$ cat src/rtl/serial_adder_pkg.sv
// serial_adder_pkg: shared FSM state type and default operand width for serial_adder.
package serial_adder_pkg;
  typedef enum logic [1:0] {IDLE, RUN, DONE} state_e;
  localparam int SERIAL_ADDER_WIDTH_DEF = 8;
endpackage

$ cat src/rtl/serial_adder_full_adder.sv
// full_adder: single-bit full-adder cell used by serial_adder for its per-bit add.
module full_adder (
  input  logic a_i,
  input  logic b_i,
  input  logic c_i,
  output logic s_o,
  output logic c_o
);
  assign s_o = a_i ^ b_i ^ c_i;
  assign c_o = (a_i & b_i) | (c_i & (a_i ^ b_i));
endmodule

$ cat src/rtl/serial_adder.sv
// serial_adder: bit-serial a+b+c_in, LSB first, one bit per cycle with valid/ready handshakes.
// Defining SERIAL_ADDER_OVF_EN adds the ovf port reporting signed overflow in DONE.
module serial_adder
  import serial_adder_pkg::*;
#(
  parameter int WIDTH = SERIAL_ADDER_WIDTH_DEF
) (
  input  logic             clk,
  input  logic             rst_n,
  input  logic             in_valid,
  output logic             in_ready,
  input  logic [WIDTH-1:0] a,
  input  logic [WIDTH-1:0] b,
  input  logic             c_in,
  input  logic             abort,
  output logic             out_valid,
  input  logic             out_ready,
  output logic [WIDTH-1:0] sum,
  output logic             c_out
`ifdef SERIAL_ADDER_OVF_EN
  ,
  output logic             ovf
`endif
);
  localparam int CW = $clog2(WIDTH);
  localparam logic [CW-1:0] LAST = CW'(WIDTH - 1);
  state_e state_q, state_d;
  logic [CW-1:0] cnt_q, cnt_d;
  logic [WIDTH-1:0] a_q, a_d, b_q, b_d, res_q, res_d;
  logic carry_q, carry_d, s_bit, c_bit;
  full_adder u_fa (
    .a_i(a_q[cnt_q]),
    .b_i(b_q[cnt_q]),
    .c_i(carry_q),
    .s_o(s_bit),
    .c_o(c_bit)
  );
  always_ff @(posedge clk or negedge rst_n) begin
    if (!rst_n) begin
      state_q <= IDLE;
      cnt_q   <= '0;
      a_q     <= '0;
      b_q     <= '0;
      res_q   <= '0;
      carry_q <= 1'b0;
    end else begin
      state_q <= state_d;
      cnt_q   <= cnt_d;
      a_q     <= a_d;
      b_q     <= b_d;
      res_q   <= res_d;
      carry_q <= carry_d;
    end
  end
  always_comb begin
    state_d = state_q;
    cnt_d   = cnt_q;
    a_d     = a_q;
    b_d     = b_q;
    res_d   = res_q;
    carry_d = carry_q;
    case (state_q)
      IDLE: if (in_valid) begin
        a_d     = a;
        b_d     = b;
        carry_d = c_in;
        res_d   = '0;
        cnt_d   = '0;
        state_d = RUN;
      end
      RUN: if (abort) state_d = IDLE;
      else begin
        res_d   = {s_bit, res_q[WIDTH-1:1]};
        carry_d = c_bit;
        cnt_d   = cnt_q + CW'(1);
        state_d = (cnt_q == LAST) ? DONE : RUN;
      end
      DONE: state_d = (abort || out_ready) ? IDLE : DONE;
      default: state_d = IDLE;
    endcase
  end
  assign in_ready  = (state_q == IDLE);
  assign out_valid = (state_q == DONE);
  assign sum       = res_q;
  assign c_out     = carry_q;
`ifdef SERIAL_ADDER_OVF_EN
  // Carry into the MSB is the carry register as the last bit is being added.
  logic cmsb_q;
  always_ff @(posedge clk or negedge rst_n) begin
    if (!rst_n) cmsb_q <= 1'b0;
    else if (state_q == RUN && cnt_q == LAST) cmsb_q <= carry_q;
  end
  assign ovf = (state_q == DONE) & (cmsb_q ^ carry_q);
`endif
endmodule
$ cat config.mk
export PLATFORM = sky130hd
export DESIGN_NAME = serial_adder
export DESIGN_NICKNAME = d
export VERILOG_FILES = /design/src/rtl/serial_adder_pkg.sv /design/src/rtl/serial_adder_full_adder.sv /design/src/rtl/serial_adder.sv
export SDC_FILE = /design/constraint.sdc
export NUM_CORES = 1
export LEC_CHECK = 0
export CORE_MARGIN = 10
export CORE_UTILIZATION = 45
export CTS_BUF_LIST = sky130_fd_sc_hd__clkbuf_4 sky130_fd_sc_hd__clkbuf_8
export DETAILED_ROUTE_END_ITERATION = 12
export PLACE_DENSITY = 0.82
export SLEW_MARGIN = 20
export SYNTH_ARGS = -nofsm -noshare
export SYNTH_HDL_FRONTEND = slang
export SYNTH_SLANG_ARGS = --single-unit
$ cat constraint.sdc
create_clock -name clk -period 5.5 [get_ports clk]
set_input_delay 1.1 -clock clk [delete_from_list [all_inputs] [get_ports clk]]
set_output_delay 1.1 -clock clk [all_outputs]
set_load 0.01 [all_outputs]
==> run metrics, run 1 <==
CP max stage cell=clkdlybuf4s50_1; Max VDD drop=around 0.18 mV; vias in the first global route=916; Reg clk slew, reported paths=about 0.090 ns; LEAKAGE=between 0.7 and 0.8 nW; skew final=0.00652 ns; Worst-Skew Late Latency=0.33 ns; cell row count=19; n_diodes=0; power density over cell area=358 mW/mm^2; worst-margin pin slew=about 0.88 ns; Tmin final=2.71 ns; initial drt markers=53; fmax=approximately 0.37 GHz; Gate power share=28.2%; Seq/Total Area, Yosys=56.2%; setup bufs post-CTS=0; RSZ-0062 raised after global routing=false; mapped cell area=between 0.001 and 0.0015 mm^2; GPL Wtd Cong=between 0.7 and 0.8; WHS=slightly above 0.5 ns; Clock Path Buffers=2; CTS hold repair buffers=0; Synth cell types=22; Finish-stage setup viols=0; Worst path top cell family by delay=buffers and inverters; number of port buffers=32; grt total ovfl=0; root buf cell=clkbuf_4; number of CTS-inserted buffers=5; internal power=roughly 0.44 mW; pre-CTS setup slack=~2.3 ns; die area=0.00555 mm^2; max-cap violation count=0; CTS resizes=0; HPWL Detailed=between 1.5 and 2 mm; die height=74.5 um; crit path cell chain=nor2b_1, clkdlybuf4s50_1; Vias=840; worst setup margin=roughly 2.8 ns; Critical Path End Type=output pin; Sw Share=between 20 and 30%; met3 wire length=213 um; DRC=0; P_sw=0.174 mW; max incr delay on CP=0.57 ns; GRT Resource Usage Total=10.2%; Die X=74.5 um; 1st-pass router iterations=4; TritonCTS clock tree=yes; final antenna-violating net count=0; Hold Crit Class=reg2reg; ratio of cells with drive above 1 in the final layout=27.6%; Startpoint Class=flop; clock sink count=30; Synth Register Bits=30; vias per cell=~5.5; setup_tns=0 ns; post-synthesis cell count=87; clock network power share=22.6%; synthesized area per cell=15.3 um^2; Total Wirelength=about 2.5 mm; CP Max Fanout=7; Starting Density=47.6%; first-pass GRT wire length=~4.3 mm; Syn Nets=between 100 and 150; Top Ports=33; core box area=0.00281 mm^2; initial antenna violation count=0; fin util=61.6%; routed len/inst=16.4 um; Top Layer Used=met4; Total Power=0.617 mW; Max-slew headroom=41.4%; H-tree levels=2; WS Path Type=reg2out; Req. time, crit path=4.40 ns; Fin. Hold Viols=0; Worst Path Buf+Inv=1; YS warnings=0; fin crit share=49.3%; max-slew violation count=0; sequential power share=49.1%; synth-to-layout area growth=29.3%; met1 WL=~1.1 mm; pin count of the biggest net entering global routing=31; met2 wire len=1.21 mm; outcome=finished, final reports clean; Critical Path AT=1.61 ns; Final nets=147
==> routing by layer <==
metal	vias up	global-route usage [%]
met5	-	0
met4	0	4.41
met1	413	11.4
li1	395	-
met3	3	5.45
met2	29	15.9
==> final timing paths <==
| check | startpoint | slack, ns | cells after the start | to |
|---|---|---|---|---|
| max | state_q[1]$_DFFE_PN0P_ | 2.79 | 2 | out_valid |
| min | b_q[2]$_DFFE_PN0P_ | 0.51 | 1 | b_q[2]$_DFFE_PN0P_ |
| max reg2reg | cnt_q[0]$_DFFE_PN0P_ | 3.55 | 4 | sum[7]$_DFFE_PN0P_ |
| min reg2reg | b_q[2]$_DFFE_PN0P_ | 0.51 | 1 | b_q[2]$_DFFE_PN0P_ |
| max in group asynchronous | rst_n | 4.08 | 2 | cnt_q[2]$_DFFE_PN0P_ |
| min in group asynchronous | rst_n | 1.15 | 2 | b_q[1]$_DFFE_PN0P_ |
==> cells in the mapped netlist <==
cell type  count  area (um^2)
nor3b_4        1         18.8
nor2_2         1         6.26
o21bai_1       1         7.51
nand2_1        1         3.75
nand3b_1       2         15.0
nor2b_1        1         6.26
inv_1          1         3.75
mux4_2         4         90.1
or3b_2         1         8.76
buf_2          2         10.0
nor3b_1        1         7.51
mux2i_1        2         20.0
nand2b_1       1         6.26
mux2_2        17          191
o2bb2ai_1      1         8.76
fa_1           1         20.0
ha_1           2         25.0
dfrtp_1       30          751
a22o_1         9         78.8
nor2_1         2         7.51
buf_6          3         33.8
a21oi_1        3         15.0
==> cell families (layout without fill, tap and decap cells) <==
group	count (synthesis)	after routing	synth area share [%]
multiplexers	23	23	22.6
AND/OR/NAND/NOR	11	11	6.00
buffers and inverters	6	42	3.56
flip-flops	30	30	56.2
AO/OA/AOI/OAI	14	14	8.25
adder cells (fa/ha/maj)	3	3	3.37
==> registers in the layout, indices dropped and copies added, names as in the netlist <==
signal and cells:
a_q 8, cnt_q 3, b_q 8, c_out 1, state_q 2, sum 8
==> power groups by stage <==
| stage | Clock, mW | Sequential [mW] | Combinational (mW) |
|---|---|---|---|
| floorplan | 0 | 0.298 | 0.122 |
| detailed placement | 0 | 0.309 | 0.177 |
| global route | 0.155 | 0.311 | 0.195 |
| CTS | 0.146 | 0.304 | 0.178 |
| global placement | 0 | 0.306 | 0.170 |
| finish | 0.140 | 0.303 | 0.174 |
==> placed cells by master (no fill, tap or decap) <==
master and instances:
nor3b_2 1, nor2_2 1, or3b_2 1, nor2b_1 1
nor3b_4 1, fa_1 1, o2bb2ai_1 1, clkbuf_8 1
o21bai_1 1, a22o_1 9, mux2_2 17, mux4_2 4
ha_1 2, dfrtp_1 30, clkinv_2 1, buf_4 1
nand2b_1 1, a21oi_1 3, mux2i_1 2, clkbuf_4 6
nor2_1 2, nand3b_1 2, inv_1 1, nand2_1 1
clkdlybuf4s50_1 32
==> metrics by stage <==
step                instances  instance area, um^2
floorplan                  87                 1340
global placement          146                 1660
detailed placement        146                 1660
CTS                       154                 1720
global route              154                 1730
finish                    154                 1730
==> layout make-up <==
cell class,count,area [um^2]
Timing Repair Buffer,33,328
Fill cell,237,1080
Clock buffer,7,58.8
Tap cell,31,38.8
Sequential cell,30,751
Multi-Input combinational cell,51,542
Clock inverter,1,5.00
Inverter,1,3.75
==> worst register-to-register path, cell delays in order, from the launching register on <==
cell,delay (ns)
dfrtp_1,0.54
mux4_2,0.54
mux2i_1,0.19
fa_1,0.45
o2bb2ai_1,0.14
Power figures use the tool's default switching activity.
==> run 2, diff against run 1 <==
PLACE_DENSITY = 0.85   (was 0.82)
clock period = 2.25 ns   (was 5.5 ns; I/O delays follow)
==> run 2 against run 1 <==
  * Cell count increased by 1.3%
  * Worst hold slack got worse by 0.012 ns
  * Setup slack got worse by 2.6 ns
  * Critical path depth unchanged
==> run metrics, run 2 (synthesis gave the netlist of run 1 again) <==
fin crit share=90.9%; most frequent cells in the layout=clkdlybuf4s50_1, dfrtp_1, mux2_2, a22o_1, clkbuf_4 (unchanged); GRT Resource Usage Total=10.5% (was 10.2%); Finish-stage setup viols=0 (unchanged); final instance area=0.00175 mm^2 (was 0.00173 mm^2); Startpoint Class=flop (unchanged); P_sw=0.419 mW (was 0.174 mW); synth-to-layout area growth=31.2% (was 29.3%); n_diodes=0 (unchanged); Tmin final=slightly above 2 ns; CTS hold repair buffers=0 (unchanged); clock network power share=25.2% (was 22.6%); RSZ-0062 raised after global routing=false (unchanged); vias in the first global route=941 (was 916); max-slew violation count=0 (unchanged); Starting Density=47.6% (unchanged); Gate power share=26.9% (was 28.2%); WS Path Type=reg2out (unchanged); routed len/inst=16.6 um (was 16.4 um); Critical Path AT=1.59 ns (was 1.61 ns); clock sink count=30 (unchanged); max-cap violation count=0 (unchanged); H-tree levels=2 (unchanged); grt total ovfl=0 (unchanged); CTS resizes=0 (unchanged); crit path cell chain=nor2b_1, clkdlybuf4s50_1 (unchanged); CP Max Fanout=7 (unchanged); Top Ports=33 (unchanged); max incr delay on CP=0.57 ns (about the same); vias per cell=5.53 (was 5.45); initial antenna violation count=0 (unchanged); Sw Share=27.0% (was 28.1%); Vias=863 (was 840); root buf cell=clkbuf_4 (unchanged); outcome=finished, final reports clean (unchanged); Die X=74.5 um (unchanged); Total Wirelength=2.59 mm (was 2.53 mm); CP max stage cell=clkdlybuf4s50_1 (unchanged); placed cell areas=0.00167 mm^2 (was 0.00166 mm^2); fin util=62.4% (was 61.6%); core box area=0.00281 mm^2 (unchanged); setup_tns=0 ns (unchanged); die area=0.00555 mm^2 (unchanged); DRC=0 (unchanged); R2R cell count=4 (unchanged); ratio of cells with drive above 1 in the final layout=28.0% (was 27.6%); internal power=1.13 mW (was 0.444 mW); 1st-pass router iterations=2 (was 4); Clock Path Buffers=2 (unchanged); Crit path depth=2 (unchanged); setup bufs post-CTS=0 (unchanged); worst-margin pin slew=0.446 ns (was 0.878 ns); die height=74.5 um (unchanged); power density over cell area=887 mW/mm^2 (was 358 mW/mm^2); Critical Path End Type=output pin (unchanged); Worst Path Buf+Inv=1 (unchanged); Max VDD drop=0.590 mV (was 0.184 mV); GPL Wtd Cong=0.735 (was 0.708); Req. time, crit path=1.80 ns (was 4.40 ns); TritonCTS clock tree=yes (unchanged); LEAKAGE=0.742 nW (was 0.728 nW); Max-slew headroom=70.2% (was 41.4%); sequential power share=47.9% (was 49.1%); skew final=0.00411 ns (was 0.00652 ns); Reg clk slew, reported paths=0.09 ns (about the same); Worst path top cell family by delay=buffers and inverters (unchanged); Fin. Hold Viols=0 (unchanged); commonest non-fill, non-tap cell in the layout=clkdlybuf4s50_1 (unchanged); Final nets=149 (was 147); cell row count=19 (unchanged); initial drt markers=53 (unchanged); final antenna-violating net count=0 (unchanged); pin count of the biggest net entering global routing=31 (unchanged); fillers=225 (was 237); HPWL Detailed=1.95 mm (about the same); first-pass GRT wire length=4.32 mm (was 4.26 mm); number of port buffers=32 (unchanged); Hold Crit Class=in2async (was reg2reg); number of CTS-inserted buffers=5 (unchanged); fmax=0.489 GHz; Worst-Skew Late Latency=0.33 ns (about the same)
[run 2: cell types whose count changed in the layout (fill, tap and decap cells not counted), sizes merged]
cell	change
clkinv	-1
buf	+2
clkbuf	+1
[run 2: power groups by stage]
stage / registers, mW / logic, mW / clock network (mW)
floorplan: 0.727 / 0.297 / 0
detailed placement: 0.757 / 0.426 / 0
global route: 0.765 / 0.458 / 0.438
CTS: 0.747 / 0.427 / 0.407
finish: 0.744 / 0.418 / 0.392
global placement: 0.750 / 0.411 / 0
[run 2: worst reg2reg max path: stages (launching register included)]
cell,delay (ns)
dfrtp_1,0.54
mux4_2,0.54
mux2i_1,0.20
fa_1,0.44
o2bb2ai_1,0.13
[run 2: worst paths after layout]
path	slack [ns]	endpoint	startpoint
max	0.21	out_valid	state_q[1]$_DFFE_PN0P_
min	0.50	a_q[4]$_DFFE_PN0P_	rst_n
max reg2reg	0.33	sum[7]$_DFFE_PN0P_	cnt_q[0]$_DFFE_PN0P_
min reg2reg	0.51	a_q[1]$_DFFE_PN0P_	a_q[1]$_DFFE_PN0P_
max in group asynchronous	1.47	sum[4]$_DFFE_PN0P_	rst_n
min in group clk	0.51	a_q[1]$_DFFE_PN0P_	a_q[1]$_DFFE_PN0P_
[run 2: cell type report]
| cell class | instances | area [um^2] | area share [%] |
|---|---|---|---|
| Timing Repair Buffer | 35 | 343 | 19.6 |
| Multi-Input combinational cell | 51 | 537 | 30.6 |
| Sequential cell | 30 | 751 | 42.9 |
| Inverter | 1 | 3.75 | 0.214 |
| Tap cell | 31 | 38.8 | 2.21 |
| Clock buffer | 8 | 78.8 | 4.50 |
[run 2: metal layers]
layer / vias to the layer above / track usage, % / routed length, um
li1: 394 / - / -
met1: 443 / 10.2 / 1010
met2: 23 / 17.8 / 1330
met3: 3 / 6.91 / 219
met4: 0 / 3.15 / 23
met5: - / 0 / 0
[run 2: per-stage QoR]
| stage | hold WS (ns) | instances | setup slack, ns | power [mW] |
|---|---|---|---|---|
| floorplan | 0.154 | 87 | 0.443 | 1.02 |
| detailed placement | 0.494 | 148 | 0.317 | 1.18 |
| global placement | 0.486 | 148 | 0.360 | 1.16 |
| CTS | 0.500 | 156 | 0.183 | 1.58 |
| global route | 0.511 | 156 | 0.105 | 1.66 |
| finish | 0.499 | 156 | 0.205 | 1.55 |
